--- config.mk ---
export PLATFORM = sky130hd
export DESIGN_NAME = wr_slave_arbiter
export DESIGN_NICKNAME = d
export VERILOG_FILES = /design/src/rtl/wr_slave_arbiter.sv
export SDC_FILE = /design/constraint.sdc
export NUM_CORES = 1
export LEC_CHECK = 0
export ABC_AREA = 0
export BUFFER_PORTS_ARGS = -buffer_cell sky130_fd_sc_hd__buf_2
export CAP_MARGIN = 20
export CORE_AREA = 2 2 138 140
export CTS_BUF_LIST = sky130_fd_sc_hd__clkbuf_8
export DETAILED_ROUTE_END_ITERATION = 7
export DIE_AREA = 0 0 140 142
export GPL_TIMING_DRIVEN = 0
export SYNTH_ARGS = -nofsm -noshare
export SYNTH_HDL_FRONTEND = slang
export SYNTH_SLANG_ARGS = --single-unit
--- constraint.sdc ---
create_clock -name clk -period 4.1 [get_ports clk]
set_input_delay 0.615 -clock clk [delete_from_list [all_inputs] [get_ports clk]]
set_output_delay 0.615 -clock clk [all_outputs]
set_load 0.005 [all_outputs]
--- src/rtl/wr_slave_arbiter.sv ---
// Three-master to one-slave write arbiter: round-robin AW grant, W ordering
// via a small FIFO of granted master indices, and B routing by the upper
// ID bits. Outstanding writes at the slave are capped at MAX_OUT.
module wr_slave_arbiter #(
  parameter int ADDR_W  = 32,
  parameter int DATA_W  = 32,
  parameter int MAX_OUT = 3
) (
  input  logic                  clk,
  input  logic                  rst_n,
  // master AW
  input  logic [2:0]            m_awvalid,
  output logic [2:0]            m_awready,
  input  logic [11:0]           m_awid,
  input  logic [3*ADDR_W-1:0]   m_awaddr,
  input  logic [23:0]           m_awlen,
  // master W
  input  logic [2:0]            m_wvalid,
  input  logic [2:0]            m_wlast,
  output logic [2:0]            m_wready,
  input  logic [3*DATA_W-1:0]   m_wdata,
  // master B
  output logic [2:0]            m_bvalid,
  input  logic [2:0]            m_bready,
  output logic [3:0]            m_bid,
  output logic [1:0]            m_bresp,
  // slave AW
  output logic                  s_awvalid,
  input  logic                  s_awready,
  output logic [5:0]            s_awid,
  output logic [ADDR_W-1:0]     s_awaddr,
  output logic [7:0]            s_awlen,
  // slave W
  output logic                  s_wvalid,
  output logic [DATA_W-1:0]     s_wdata,
  output logic                  s_wlast,
  input  logic                  s_wready,
  // slave B
  input  logic                  s_bvalid,
  input  logic [5:0]            s_bid,
  input  logic [1:0]            s_bresp,
  output logic                  s_bready,
  // status
  output logic [2:0]            out_cnt
);

  localparam logic [2:0] MAX_C    = 3'(MAX_OUT);
  localparam int         PTR_W    = (MAX_OUT > 1) ? $clog2(MAX_OUT) : 1;
  localparam logic [PTR_W-1:0] PTR_LAST = PTR_W'(MAX_OUT - 1);

  typedef enum logic {IDLE, GRANT} state_t;

  state_t            state;
  logic              aw_valid_q;
  logic [1:0]        grant_idx;
  logic [1:0]        last_grant;
  logic [1:0]        next_grant;

  logic [1:0]        fifo_mem [(1 << PTR_W)];
  logic [PTR_W-1:0]  wr_ptr;
  logic [PTR_W-1:0]  rd_ptr;
  logic [2:0]        fifo_cnt;
  logic              fifo_empty;
  logic [1:0]        head;

  logic [3:0]        sel_awid;
  logic [ADDR_W-1:0] sel_awaddr;
  logic [7:0]        sel_awlen;
  logic              sel_wvalid;
  logic              sel_wlast;
  logic [DATA_W-1:0] sel_wdata;

  logic              aw_hs;
  logic              b_hs;
  logic              w_pop;
  logic [1:0]        b_idx;

  assign aw_hs      = aw_valid_q & s_awready;
  assign b_hs       = s_bvalid & s_bready;
  assign fifo_empty = (fifo_cnt == 3'd0);
  assign head       = fifo_mem[rd_ptr];
  assign b_idx      = s_bid[5:4];

  // Round-robin pick: first requester at or after last_grant+1 (mod 3)
  always_comb begin
    logic [1:0] start;
    logic [2:0] sum;
    logic [1:0] cand;
    logic       found;
    next_grant = 2'd0;
    found      = 1'b0;
    start      = (last_grant >= 2'd2) ? 2'd0 : last_grant + 2'd1;
    for (int unsigned i = 0; i < 3; i++) begin
      sum  = {1'b0, start} + 3'(i);
      cand = (sum >= 3'd3) ? 2'(sum - 3'd3) : sum[1:0];
      if (!found && m_awvalid[cand]) begin
        found      = 1'b1;
        next_grant = cand;
      end
    end
  end

  // Payload muxes: AW fields from the granted master, W fields from FIFO head
  always_comb begin
    sel_awid   = '0;
    sel_awaddr = '0;
    sel_awlen  = '0;
    sel_wvalid = 1'b0;
    sel_wlast  = 1'b0;
    sel_wdata  = '0;
    for (int unsigned k = 0; k < 3; k++) begin
      if (grant_idx == 2'(k)) begin
        sel_awid   = m_awid[k*4 +: 4];
        sel_awaddr = m_awaddr[k*ADDR_W +: ADDR_W];
        sel_awlen  = m_awlen[k*8 +: 8];
      end
      if (head == 2'(k)) begin
        sel_wvalid = m_wvalid[k];
        sel_wlast  = m_wlast[k];
        sel_wdata  = m_wdata[k*DATA_W +: DATA_W];
      end
    end
  end

  assign s_awvalid = aw_valid_q;
  assign s_awid    = {grant_idx, sel_awid};
  assign s_awaddr  = sel_awaddr;
  assign s_awlen   = sel_awlen;
  assign m_awready = aw_valid_q ? (3'(s_awready) << grant_idx) : '0;

  assign s_wvalid  = !fifo_empty && sel_wvalid;
  assign s_wdata   = sel_wdata;
  assign s_wlast   = sel_wlast;
  assign m_wready  = fifo_empty ? '0 : (3'(s_wready) << head);
  assign w_pop     = s_wvalid & s_wready & s_wlast;

  assign m_bid     = s_bid[3:0];
  assign m_bresp   = s_bresp;

  // B routing by ID prefix; prefix 3 has no owner and is sunk silently.
  // m_bvalid is held low while reset is asserted so no B completes then.
  always_comb begin
    m_bvalid = '0;
    s_bready = 1'b1;
    if (b_idx != 2'd3) begin
      s_bready = m_bready[b_idx];
      if (rst_n) m_bvalid[b_idx] = s_bvalid;
    end
  end

  // AW FSM: grant is captured on entry to GRANT and held until accepted
  always_ff @(posedge clk or negedge rst_n) begin
    if (!rst_n) begin
      state      <= IDLE;
      aw_valid_q <= 1'b0;
      grant_idx  <= 2'd0;
      last_grant <= 2'd2;
    end else begin
      case (state)
        IDLE: begin
          if (|m_awvalid && (out_cnt < MAX_C) && (fifo_cnt < MAX_C)) begin
            state      <= GRANT;
            aw_valid_q <= 1'b1;
            grant_idx  <= next_grant;
          end
        end
        GRANT: begin
          if (s_awready) begin
            state      <= IDLE;
            aw_valid_q <= 1'b0;
            last_grant <= grant_idx;
          end
        end
        default: begin
          state      <= IDLE;
          aw_valid_q <= 1'b0;
        end
      endcase
    end
  end

  // Outstanding counter: AW adds, B removes, both together cancel; floor at 0
  always_ff @(posedge clk or negedge rst_n) begin
    if (!rst_n) begin
      out_cnt <= '0;
    end else if (aw_hs && !b_hs) begin
      out_cnt <= out_cnt + 3'd1;
    end else if (b_hs && !aw_hs && (out_cnt != 3'd0)) begin
      out_cnt <= out_cnt - 3'd1;
    end
  end

  // W-order FIFO: push granted index on AW accept, pop on last W beat
  always_ff @(posedge clk or negedge rst_n) begin
    if (!rst_n) begin
      wr_ptr   <= '0;
      rd_ptr   <= '0;
      fifo_cnt <= '0;
      for (int unsigned i = 0; i < (1 << PTR_W); i++) fifo_mem[i] <= '0;
    end else begin
      if (aw_hs) begin
        fifo_mem[wr_ptr] <= grant_idx;
        wr_ptr <= (wr_ptr == PTR_LAST) ? '0 : wr_ptr + 1'b1;
      end
      if (w_pop) begin
        rd_ptr <= (rd_ptr == PTR_LAST) ? '0 : rd_ptr + 1'b1;
      end
      case ({aw_hs, w_pop})
        2'b10:   fifo_cnt <= fifo_cnt + 3'd1;
        2'b01:   fifo_cnt <= fifo_cnt - 3'd1;
        default: fifo_cnt <= fifo_cnt;
      endcase
    end
  end

endmodule

Word level (Yosys, flattened, before mapping):

Cells that the tools add are included.
Widths: inputs -> output; s select.

* input port bits: 253
* flip-flop bits (word level): 24
* logic and storage cells: 143
* output and inout bits: 100

* add/subtract/negate cells: 12
* order comparisons: 14
* equal/unequal tests: 11
* muxes and demuxes: 59
* bitwise operators: 8
* reductions and logical operators: 25
* shifts and indexed selects: 2

Operators by type and width (count)
* $mux 32: 6
* $mux 2: 12
* $mux 8: 3
* $mux 1: 18
* $mux 3: 6
* $lt 2x3->1 const B: 4
* $mux 4: 3
* $eq 2x2->1 const B: 5
* $logic_and 1x1->1: 10
* $bmux 1 s2: 4
* $bwmux 8: 1
* $add 2x1->2 const B: 3
* $add 3x1->3 const B: 2
* $eq 2x1->1 const B: 3
* $ge 3x2->1 const B: 2
* $ge 3x3->1 const B: 2
* $lt 3x2->1 const B: 2
* $ne 2x2->1 const B: 3
* $not 2->3: 2
* $pmux 3 s2: 1
* $reduce_and 2->1: 3
* $shl 1x2->3: 2
* $sub 2x2->2 const B: 3
* $sub 3x1->3 const B: 2
* 18 further kinds: 29

Logic depth before layout (Yosys ltp):

* word-level depth: 13
* gate-level depth with buffers: 13
* mapped depth without buffers: 11

Worst setup path before layout:

Ideal clock, no wire load.

* kind: register -> register
* start point: reg rd_ptr[0]
* end point: reg fifo_cnt[2]
* period minus slack after synthesis: 2.687 ns
* data required time: 4.021 ns
* path buffers: 2
* stages on the path, launching flop included: 14
* arrival time: 2.608 ns
* setup slack: 1.413 ns
* library setup time: 0.079 ns
* cell sequence: dfrtp_1 -> mux4_2 -> buf_6 -> nor2b_2 -> buf_4 -> a32o_2 -> nand3_2 -> inv_1 -> ha_1 -> inv_1 -> fa_1 -> xor2_1 -> nor2_1 -> xor2_1

* cells in the longest elaborated chain, start to end: 13
* elaborated cells on any way between the ends: 20
* classes of those cells: eq/ne: 4; mux: 10; bitwise: 3; reduce/logical: 3

RTL lines
* start, declared: RTL line 61 `logic [PTR_W-1:0] rd_ptr;`
* start signal, assigned: RTL line 206 `rd_ptr <= (rd_ptr == PTR_LAST) ? '0 : rd_ptr + 1'b1;`
* $not 2->3 (implied by the code) *: RTL line 81 `assign head = fifo_mem[rd_ptr];`
* $bmux 2 s2 *: RTL line 81
* $mux 2 (implied by the code) * (2 in a row): RTL line 81
* $logic_not 2->1: RTL line 117 `if (head == 2'(k)) begin`
* $mux 1 (2 in a row): RTL line 117
* $mux 1 *: RTL line 117
* $logic_and 1x1->1 *: RTL line 131 `assign s_wvalid = !fifo_empty && sel_wvalid;`
* named net s_wvalid: RTL line 34 `output logic s_wvalid,`
* $and 1x1->1 * (2 in a row): RTL line 135 `assign w_pop = s_wvalid & s_wready & s_wlast;`
* named net w_pop: RTL line 75 `logic w_pop;`
* $eq 2x1->1 or $eq 2x2->1 (tied branches): RTL line 208 `case ({aw_hs, w_pop})`
* $pmux 3 s2 or $reduce_bool 2->1 (tied branches)
* end signal, assigned: RTL line 209 `2'b10: fifo_cnt <= fifo_cnt + 3'd1;`
* end signal, assigned: RTL line 210 `2'b01: fifo_cnt <= fifo_cnt - 3'd1;`
* end signal, assigned: RTL line 211 `default: fifo_cnt <= fifo_cnt;`
* end, declared: RTL line 62 `logic [2:0] fifo_cnt;`

Mark *: on every way through the listed nets, which the timed path passes. The rest lies on a longest branch. The select of a mux whose other input is x is not followed.
A chain may end at the register's enable or synchronous reset.

Worst setup path after layout:

* start point: reg rd_ptr[0]
* end point: out s_wdata[2]

* cells in the longest elaborated chain, start to end: 8
* elaborated cells on any way between the ends: 10
* classes of those cells: eq/ne: 2; mux: 6; bitwise: 1; reduce/logical: 1

RTL lines
* $not 2->3 (implied by the code) *: RTL line 81
* $bmux 2 s2 *: RTL line 81
* $mux 2 (implied by the code) * (2 in a row): RTL line 81
* $logic_not 2->1: RTL line 117
* $mux 32 (2 in a row): RTL line 117
* $mux 32 *: RTL line 117
* end, declared: RTL line 35 `output logic [DATA_W-1:0] s_wdata,`

Every way passes the cells marked *; elsewhere a longest branch is shown, timed or not. The select of a mux whose other input is x is not followed.

==> flow_summary.yaml <==
synth:
  yosysWarnings: 0
  synthDominantCellAreaShare: 0.276
  synth_compound_area_frac: 0.175
  syn_inst: 382
  ys.flop_type: "dfrtp_1"
  synth_top_area_cell: "mux2i_1"
  synth_area_per_cell_um2: 7.61
  yosys.area_share.simple: 0.179
  yosysSeqAreaShare: 0.207
  synth_fa_ha_area_frac: 0.0181
  muxShareOfSynthArea: 0.347
  synthXorXnorAreaFrac: 0.00904
  ys_types: 43
  yosysMostFrequentCell: "nand2_1"
  async_reset_ff_frac: 1.00
  synthesis.area_um2: 2910
  syn_nets: 638
  synth-edff-count: 0
  synth_seq_cells: 24
  yosys-top-cells-area: "mux2i_1, dfrtp_1, o21ai_0"
  synth_top_family_by_area: "multiplexers"
  yosys-top-cells-count: "nand2_1, o21ai_0, mux2i_1"
clock_network:
  clockBufferDepth: 2
  insertion_delay_ns: 0.26
  cts-buffers-inserted: 3
  htreeDepth: 1
  post_cts.repair.setup_buffers: 0
  cts_sinks: 24
  tritoncts: "done"
  clockRootBuffer: "clkbuf_8"
  cts.clk_slew.worst_paths_ns: 0.08
  hold_buffers: 0
  cts_resized: 0
placed_design:
  portBuffers: 346
  pre_cts_ws_ns: 1.13
  hpwl_mm: 11.4
  gp_congestion: 0.745
grt:
  grt_pass1_wl_mm: 19.4
  grt_max_degree: 26
  antenna_found_initial: 0
  grt_overflow_total: 0
  grt_pass1_vias: 3839
  grtUsageTotal: 0.120
finish:
  final_core_util: 0.270
  fill_cells: 2039
  fin_nets: 989
  drive_above_1_share: 0.518
  diodes: 0
  area_growth_pct: 71.6
routing:
  vias_per_cell: 4.23
  ant_nets: 0
  drt_iter0_markers: 222
  firstDrtPassIters: 8
  drt_wl_total_mm: 13.4
  vias: 4091
  avgRoutedWirePerCell_um: 13.9
  drc: 25
floorplanning:
  dieArea_um2: 19900
  start_util: 0.157
  pin_count: 353
  fp.coreArea_um2: 18500
  row_count: 50
  dieWidth_um: 140
  fp.dieH_um: 142
hold_path:
  hold_class: "in2async"
timing:
  fmax_mhz: 320
  tightest_slew_ns: 1.05
  fin_skew_ns: 0.00479
  finalCritPeriodShare: 0.761
  period_needed_ns: 3.12
  whs_ns: 0.345
  slew_violations: 0
  setup_tns_ns: 0
  hold_viol_final: 0
  final.setup.worst_slack_ns: 0.978
  rsz0062_at_grt: "false"
  max_slew_margin: 0.294
  finalSetupViolCount: 0
worst_setup_path:
  path_delay_family: "buffers and inverters"
  crit_type: "reg2out"
  arrival_ns: 2.51
  critPathCaptureType: "primary output"
  critPathMaxStageDelay_ns: 0.53
  slowest_stage: "mux4_2"
  critical_path.max_fanout: 10
  startpoint_type: "flop"
  path_buf_inv: 4
  ff2ff_setup_slack_ns: 1.15
  required_ns: 3.48
  cp_cell_sequence: "mux4_2 -> buf_6 -> nor2b_2 -> buf_4 -> clkbuf_1 -> nand2_1 -> o21ai_0 -> buf_2"
power:
  leakagePower_nw: 2.58
  power_density_nw_per_um2: 618
  vdd_ir_drop_max_uv: 241
  p_total_w: 0.00308
status:
  outcome: "finished, violations left"
  violations: "design-rule violations"
run:
  max_cap_viol_count: 0
## routing by layer
| layer | global-route usage | share of wire |
|---|---|---|
| met2 | 0.226 | 0.51 |
| met5 | 0 | 0 |
| met4 | 0.00691 | 0.0038 |
| met3 | 0.0155 | 0.070 |
| met1 | 0.153 | 0.42 |
## where the power goes
group          total (W)  switching [W]  internal [W]
registers       0.000469       0.000117      0.000353
clock network   0.000158      0.0000729     0.0000855
logic            0.00245        0.00131       0.00114
total            0.00308        0.00150       0.00158
## cell type report
| type | instances | area, um2 | share of cell area |
|---|---|---|---|
| multi-input combinational | 318 | 2120 | 0.424 |
| clock buffer | 4 | 55.1 | 0.0110 |
| sequential | 24 | 602 | 0.121 |
| inverter | 6 | 22.5 | 0.00452 |
| timing repair buffer | 346 | 1730 | 0.347 |
| tap | 234 | 293 | 0.0587 |
| buffer | 34 | 165 | 0.0331 |
## state kept, by name (all words and copies together), names as in the netlist
| register | flops |
|---|---|
| fifo_mem | 8 |
| fifo_cnt | 3 |
| out_cnt | 3 |
| grant_idx | 2 |
| last_grant | 2 |
| rd_ptr | 2 |
| wr_ptr | 2 |
| s_awvalid | 1 |
| state | 1 |
## final timing paths
path,from,depth (start not counted),end
worst max-delay path,rd_ptr[0],8,s_wdata[2]
worst min-delay path,rst_n,1,out_cnt[1]
worst max register to register,rd_ptr[0],13,fifo_cnt[2]
worst min register to register,s_awvalid,2,s_awvalid
max in group asynchronous,rst_n,1,state
min in group clk,s_awvalid,2,s_awvalid
## metrics by stage
step	cells	cell area, um2
after floorplan	382	2910
after global placement	962	4930
after detailed placement	962	4930
after CTS	966	4980
after global routing	966	4980
final	966	4980
## cells by family after synthesis
logic type      after synthesis
fa+ha+maj                     3
flops                        24
xor+xnor                      3
buf+inv                      40
simple gates                122
compound gates               94
mux                          96
## cells in the final DEF, fill, tap and decap left out, types with 2 or more instances in the layout
| cell type | synthesis | final |
|---|---|---|
| inv_1 | 5 | 5 |
| nor2_1 | 8 | 8 |
| mux2_1 | 2 | 2 |
| fa_1 | 2 | 2 |
| and2_1 | 2 | 2 |
| xor2_1 | 2 | 2 |
| o22ai_1 | 3 | 3 |
| nand2_1 | 89 | 89 |
| mux2_2 | 11 | 11 |
| buf_2 | 3 | 349 |
| buf_1 | 2 | 2 |
| nor2b_1 | 5 | 5 |
| mux2i_1 | 80 | 80 |
| mux4_2 | 2 | 2 |
| nor3_1 | 5 | 5 |
| buf_4 | 7 | 7 |
| nand3_1 | 4 | 4 |
| clkbuf_8 | 0 | 4 |
| dfrtp_1 | 23 | 23 |
| clkbuf_1 | 21 | 21 |
| o21ai_0 | 81 | 81 |
| nor3b_1 | 3 | 3 |
No activity file was read; power rests on OpenSTA's default activity.
